`src/rtl/line_fill_sequencer.sv`:
```
// Ping-pong scanline buffer write controller: fetches the next line into the
// bank scanout is not reading, swapping banks on each scanout line start.
module line_fill_sequencer #(
  parameter int unsigned DATA_WIDTH        = 16,
  parameter int unsigned BUFFER_ADDR_WIDTH = 8,
  parameter int unsigned LINE_WORDS        = 128,
  parameter int unsigned LINE_COUNT_WIDTH  = 10,
  parameter int unsigned LAST_LINE         = 479
) (
  input  logic                         clk,
  input  logic                         reset,
  input  logic                         enable,
  input  logic                         frame_start,
  input  logic                         line_start,
  output logic                         fetch_req,
  output logic [LINE_COUNT_WIDTH-1:0]  fetch_line,
  input  logic                         fetch_ack,
  input  logic                         in_valid,
  input  logic [DATA_WIDTH-1:0]        in_data,
  output logic                         in_ready,
  output logic [BUFFER_ADDR_WIDTH-1:0] buf_write_addr,
  output logic [DATA_WIDTH-1:0]        buf_write_data,
  output logic                         buf_write_enable,
  output logic                         read_bank,
  output logic                         underrun,
  output logic                         busy
);

  localparam int unsigned WCW = BUFFER_ADDR_WIDTH - 1;
  localparam logic [WCW-1:0]              LAST_WORD_C = WCW'(LINE_WORDS - 1);
  localparam logic [LINE_COUNT_WIDTH-1:0] LAST_LINE_C = LINE_COUNT_WIDTH'(LAST_LINE);

  typedef enum logic [1:0] {
    S_IDLE,
    S_REQUEST,
    S_FILL,
    S_DONE
  } state_e;

  state_e                       state_q, state_d;
  logic [LINE_COUNT_WIDTH-1:0]  line_q, line_d;
  logic [WCW-1:0]               wcnt_q, wcnt_d;
  logic                         pend_q, pend_d;
  logic                         read_bank_q, read_bank_d;
  logic                         underrun_q, underrun_d;
  logic                         fetch_req_q, fetch_req_d;
  logic                         in_ready_q, in_ready_d;
  logic                         busy_q, busy_d;
  logic                         wr_en_q, wr_en_d;
  logic [BUFFER_ADDR_WIDTH-1:0] wr_addr_q, wr_addr_d;
  logic [DATA_WIDTH-1:0]        wr_data_q, wr_data_d;
  logic                         accept;

  always_comb begin
    state_d     = state_q;
    line_d      = line_q;
    wcnt_d      = wcnt_q;
    pend_d      = pend_q;
    read_bank_d = read_bank_q;
    underrun_d  = underrun_q;
    wr_addr_d   = wr_addr_q;
    wr_data_d   = wr_data_q;
    accept      = in_valid & in_ready_q;
    wr_en_d     = accept;

    if (accept) begin
      wr_addr_d = {~read_bank_q, wcnt_q};
      wr_data_d = in_data;
    end

    unique case (state_q)
      S_IDLE: begin
        if (frame_start && enable) begin
          line_d      = '0;
          read_bank_d = 1'b1;
          underrun_d  = 1'b0;
          pend_d      = 1'b0;
          state_d     = S_REQUEST;
        end
      end
      S_REQUEST: begin
        if (line_start)  underrun_d = 1'b1;
        if (frame_start) pend_d     = 1'b1;
        if (fetch_ack) begin
          wcnt_d  = '0;
          state_d = S_FILL;
        end
      end
      S_FILL: begin
        if (line_start)  underrun_d = 1'b1;
        if (frame_start) pend_d     = 1'b1;
        if (accept) begin
          if (wcnt_q == LAST_WORD_C) begin
            state_d = S_DONE;
          end else begin
            wcnt_d = wcnt_q + 1'b1;
          end
        end
      end
      S_DONE: begin
        if (frame_start) pend_d = 1'b1;
        if (line_start) begin
          // The toggle always happens so scanout shows the line just filled;
          // a pending frame start then restarts the fetch sequence at line 0.
          read_bank_d = ~read_bank_q;
          if (pend_q || frame_start) begin
            line_d     = '0;
            underrun_d = 1'b0;
            pend_d     = 1'b0;
            state_d    = S_REQUEST;
          end else if (enable && (line_q < LAST_LINE_C)) begin
            line_d  = line_q + 1'b1;
            state_d = S_REQUEST;
          end else begin
            state_d = S_IDLE;
          end
        end
      end
      default: state_d = S_IDLE;
    endcase

    fetch_req_d = (state_d == S_REQUEST);
    in_ready_d  = (state_d == S_FILL);
    busy_d      = (state_d != S_IDLE);
  end

  always_ff @(posedge clk or negedge reset) begin
    if (!reset) begin
      state_q     <= S_IDLE;
      line_q      <= '0;
      wcnt_q      <= '0;
      pend_q      <= 1'b0;
      read_bank_q <= 1'b0;
      underrun_q  <= 1'b0;
      fetch_req_q <= 1'b0;
      in_ready_q  <= 1'b0;
      busy_q      <= 1'b0;
      wr_en_q     <= 1'b0;
      wr_addr_q   <= '0;
      wr_data_q   <= '0;
    end else begin
      state_q     <= state_d;
      line_q      <= line_d;
      wcnt_q      <= wcnt_d;
      pend_q      <= pend_d;
      read_bank_q <= read_bank_d;
      underrun_q  <= underrun_d;
      fetch_req_q <= fetch_req_d;
      in_ready_q  <= in_ready_d;
      busy_q      <= busy_d;
      wr_en_q     <= wr_en_d;
      wr_addr_q   <= wr_addr_d;
      wr_data_q   <= wr_data_d;
    end
  end

  assign fetch_req        = fetch_req_q;
  assign fetch_line       = line_q;
  assign in_ready         = in_ready_q;
  assign buf_write_addr   = wr_addr_q;
  assign buf_write_data   = wr_data_q;
  assign buf_write_enable = wr_en_q;
  assign read_bank        = read_bank_q;
  assign underrun         = underrun_q;
  assign busy             = busy_q;

endmodule

```
`config.mk`:
```
export PLATFORM = sky130hd
export DESIGN_NAME = line_fill_sequencer
export DESIGN_NICKNAME = d
export VERILOG_FILES = /design/src/rtl/line_fill_sequencer.sv
export SDC_FILE = /design/constraint.sdc
export NUM_CORES = 1
export LEC_CHECK = 0
export ABC_AREA = 1
export CAP_MARGIN = 5
export CORE_ASPECT_RATIO = 0.9
export CORE_MARGIN = 4
export CORE_UTILIZATION = 42
export CTS_CLUSTER_SIZE = 14
export DETAILED_ROUTE_END_ITERATION = 16
export PLACE_DENSITY = 0.79
export SLEW_MARGIN = 20
export SYNTH_ARGS = -nofsm -noshare
export SYNTH_HDL_FRONTEND = slang
export SYNTH_SLANG_ARGS = --single-unit
```
`constraint.sdc`:
```
create_clock -name clk -period 3.9 [get_ports clk]
set_input_delay 0.585 -clock clk [delete_from_list [all_inputs] [get_ports clk]]
set_output_delay 0.585 -clock clk [all_outputs]
set_load 0.02 [all_outputs]
```
==> results.py <==
metrics = {
    "synth": {
        "synthCells": 298,
        "synth.yosys.warnings": 0,
        "avgSynthCellArea_um2": 8.234,
        "synth_area_mm2": 0.002454,
        "synth_edf_count": 0,
        "synth_ff_type": "dfrtp_1",
        "post_synth_num_cell_types": 32,
        "synth_top_cell_by_area": "dfrtp_1",
        "ys_ff_latch": 50,
        "ys_seq_area_share_pct": 50.99,
        "synth_fp_nets": 327,
        "synth_top_cells_by_area": "dfrtp_1, nand2_1, inv_1",
        "yosys.area.top_type_share_pct": 50.99,
        "async_flop_share_pct": 100.0,
    },
    "power": {
        "pwr-share-seq_pct": 36.7,
        "p_per_area_mw_per_mm2": 639.8,
        "irDropWorstVdd_v": 0.0004421,
        "sw_frac_of_total_pct": 39.17,
        "share_comb_of_total_power_pct": 45.0,
        "p_switching_mw": 0.8115,
        "clkPwrFrac_pct": 18.3,
        "p_leak_nw": 1.527,
        "internal_power_mw": 1.260,
    },
    "clock_tree": {
        "clk_pin_slew_ps": 100,
        "clock_sinks": 50,
        "cts-root-buf": "clkbuf_8",
        "cts.repair.resized": 0,
        "cts_buffers": 5,
        "cts_tree": "built",
        "hold_buffers": 0,
        "cts_buffer_depth": 2,
        "post-cts-setup-buffers": 0,
        "cts_max_level": 2,
        "clk_latency_ps": 300,
    },
    "critical_path": {
        "cp_max_fo": 20,
        "required_ps": 4070,
        "reg2regPathDepth": 6,
        "crit_path_end_kind": "flop",
        "worst-setup-path-type": "in2reg",
        "worstReg2RegStart": "state_q[1]",
        "startpoint_type": "input port",
        "reg2reg_to": "fetch_line[9]",
        "r2r_setup_slack_ps": 2150,
        "arrival_ps": 2290,
    },
    "sta": {
        "rsz0062_at_grt": "false",
        "tns_ps": 0,
        "relSlewSlack_pct": 59.19,
        "fmax_ghz": 0.4726,
        "tightest_slew_ps": 612.2,
        "setup-violations-final": 0,
        "fin_crit_sh_pct": 54.26,
        "slew_violations": 0,
        "period_needed_ps": 2116,
        "finalHoldViolations": 0,
        "setup_slack_ps": 1784,
        "finalClockSkew_ps": 9.848,
    },
    "placed_design": {
        "gp_congestion": 0.8354,
        "io_buffers": 62,
        "dp_slack_ps": 1442,
        "placed_area_mm2": 0.003119,
        "place_hpwl_um": 3793,
    },
    "grt": {
        "grt_pass1_wl_um": 9011,
        "grt_usage_pct": 15.89,
        "grt_overflow": 0,
        "grt_pass1_vias": 2088,
        "grt_antenna_before_repair": 0,
        "grt_max_degree": 51,
    },
    "floorplanning": {
        "rows": 26,
        "die_w_um": 88.57,
        "initial_utilization_pct": 43.35,
        "die_h_um": 80.51,
        "ios": 63,
        "coreArea_mm2": 0.005660,
        "die_area_mm2": 0.007130,
    },
    "final_layout": {
        "fin_area_mm2": 0.003238,
        "utilization_pct": 57.21,
        "nNetsFinal": 389,
        "final_common_cell": "nand2_1",
        "mostFrequentLayoutCells": "nand2_1, clkdlybuf4s50_1, dfrtp_1, inv_1, nand3_1",
        "area_growth_pct": 31.97,
        "drive_gt1_share_pct": 9.972,
        "diodes": 0,
    },
    "detailed_routing": {
        "drtIter0Drc": 72,
        "routed_wirelength_um": 5234,
        "drtPass1Iterations": 4,
        "ant_nets": 0,
        "drc": 0,
        "via_per_inst": 4.791,
        "vias": 2065,
        "wl_per_cell_um": 12.14,
    },
    "worst_hold_path": {
        "hold_path.class": "in2async",
    },
    "flow_run": {
        "max_cap_viol_count": 0,
    },
    "run_status": {
        "outcome": "finished, final reports clean",
    },
}
## power by group through the flow
| stage | sequential [mW] | clock (mW) | combinational [mW] |
|---|---|---|---|
| final | 0.760 | 0.379 | 0.933 |
| after global routing | 0.780 | 0.416 | 1.03 |
| after CTS | 0.761 | 0.394 | 0.948 |
| after detailed placement | 0.770 | 0 | 0.946 |
| after global placement | 0.765 | 0 | 0.927 |
| after floorplan | 0.922 | 0 | 0.426 |
## per-stage QoR
stage | hold WS (ps) | instances | power (mW)
finish | 291.4 | 431 | 2.072
global route | 336.8 | 431 | 2.229
CTS | 493.1 | 431 | 2.104
detailed placement | 465.6 | 423 | 1.716
global placement | 462.6 | 423 | 1.691
floorplan | 289.4 | 298 | 1.348
## worst max-delay path: stages
cell and delay (ps):
clkdlybuf4s50_1 470, nand2_1 70, inv_1 450, o21ai_0 180, nand3b_2 340, nand2_1 100, o21ai_0 90
## worst max path at each step
stage / start / endpoint / slack (ps)
after floorplan: fetch_line[0] / fetch_line[2] / 2330
after global placement: in_valid / wcnt_q[6] / 1520
after detailed placement: in_valid / wcnt_q[6] / 1440
after CTS: in_valid / wcnt_q[6] / 1760
after global routing: in_valid / wcnt_q[6] / 1600
final: in_valid / wcnt_q[6] / 1780
## synthesized netlist by cell type (all sizes together) (3+ instances only)
| cell | number |
|---|---|
| buf | 5 |
| xor2 | 3 |
| clkbuf | 3 |
| or2 | 3 |
| nand3 | 16 |
| nor2 | 15 |
| ha | 6 |
| nor3 | 5 |
| inv | 27 |
| a21oi | 3 |
| o21ai | 24 |
| nand4 | 8 |
| dfrtp | 50 |
| nand2 | 123 |
## cell families after synthesis
| group | count (synthesis) | synth area share, % |
|---|---|---|
| simple gates | 172 | 30.95 |
| fa+ha+maj | 6 | 3.060 |
| buf+inv | 35 | 5.966 |
| xor+xnor | 3 | 1.071 |
| compound gates | 32 | 7.956 |
| flops | 50 | 50.99 |
## layer usage
| layer | share of wire [%] | GRT usage [%] | wire (um) | up-vias |
|---|---|---|---|---|
| li1 | - | - | - | 1071 |
| met1 | 46 | 19.40 | 2429 | 935 |
| met2 | 46 | 27.43 | 2423 | 54 |
| met3 | 6.5 | 4.513 | 339 | 5 |
| met4 | 0.76 | 4.079 | 40 | 0 |
| met5 | 0 | 0 | 0 | - |
## sequential cells by signal (all words and copies together) (netlist names), 2 cells and up
name            count
state_q             2
wcnt_q              7
buf_write_data     16
buf_write_addr      8
fetch_line         10
## layout make-up
class | count | area, um^2
timing repair buffer | 63 | 625.6
fill | 512 | 2422
sequential | 50 | 1251
clock buffer | 5 | 68.82
clock inverter | 3 | 47.55
inverter | 27 | 101.3
tap | 70 | 87.58
multi-input combinational | 213 | 1056
No activity file was read; power rests on OpenSTA's default activity.
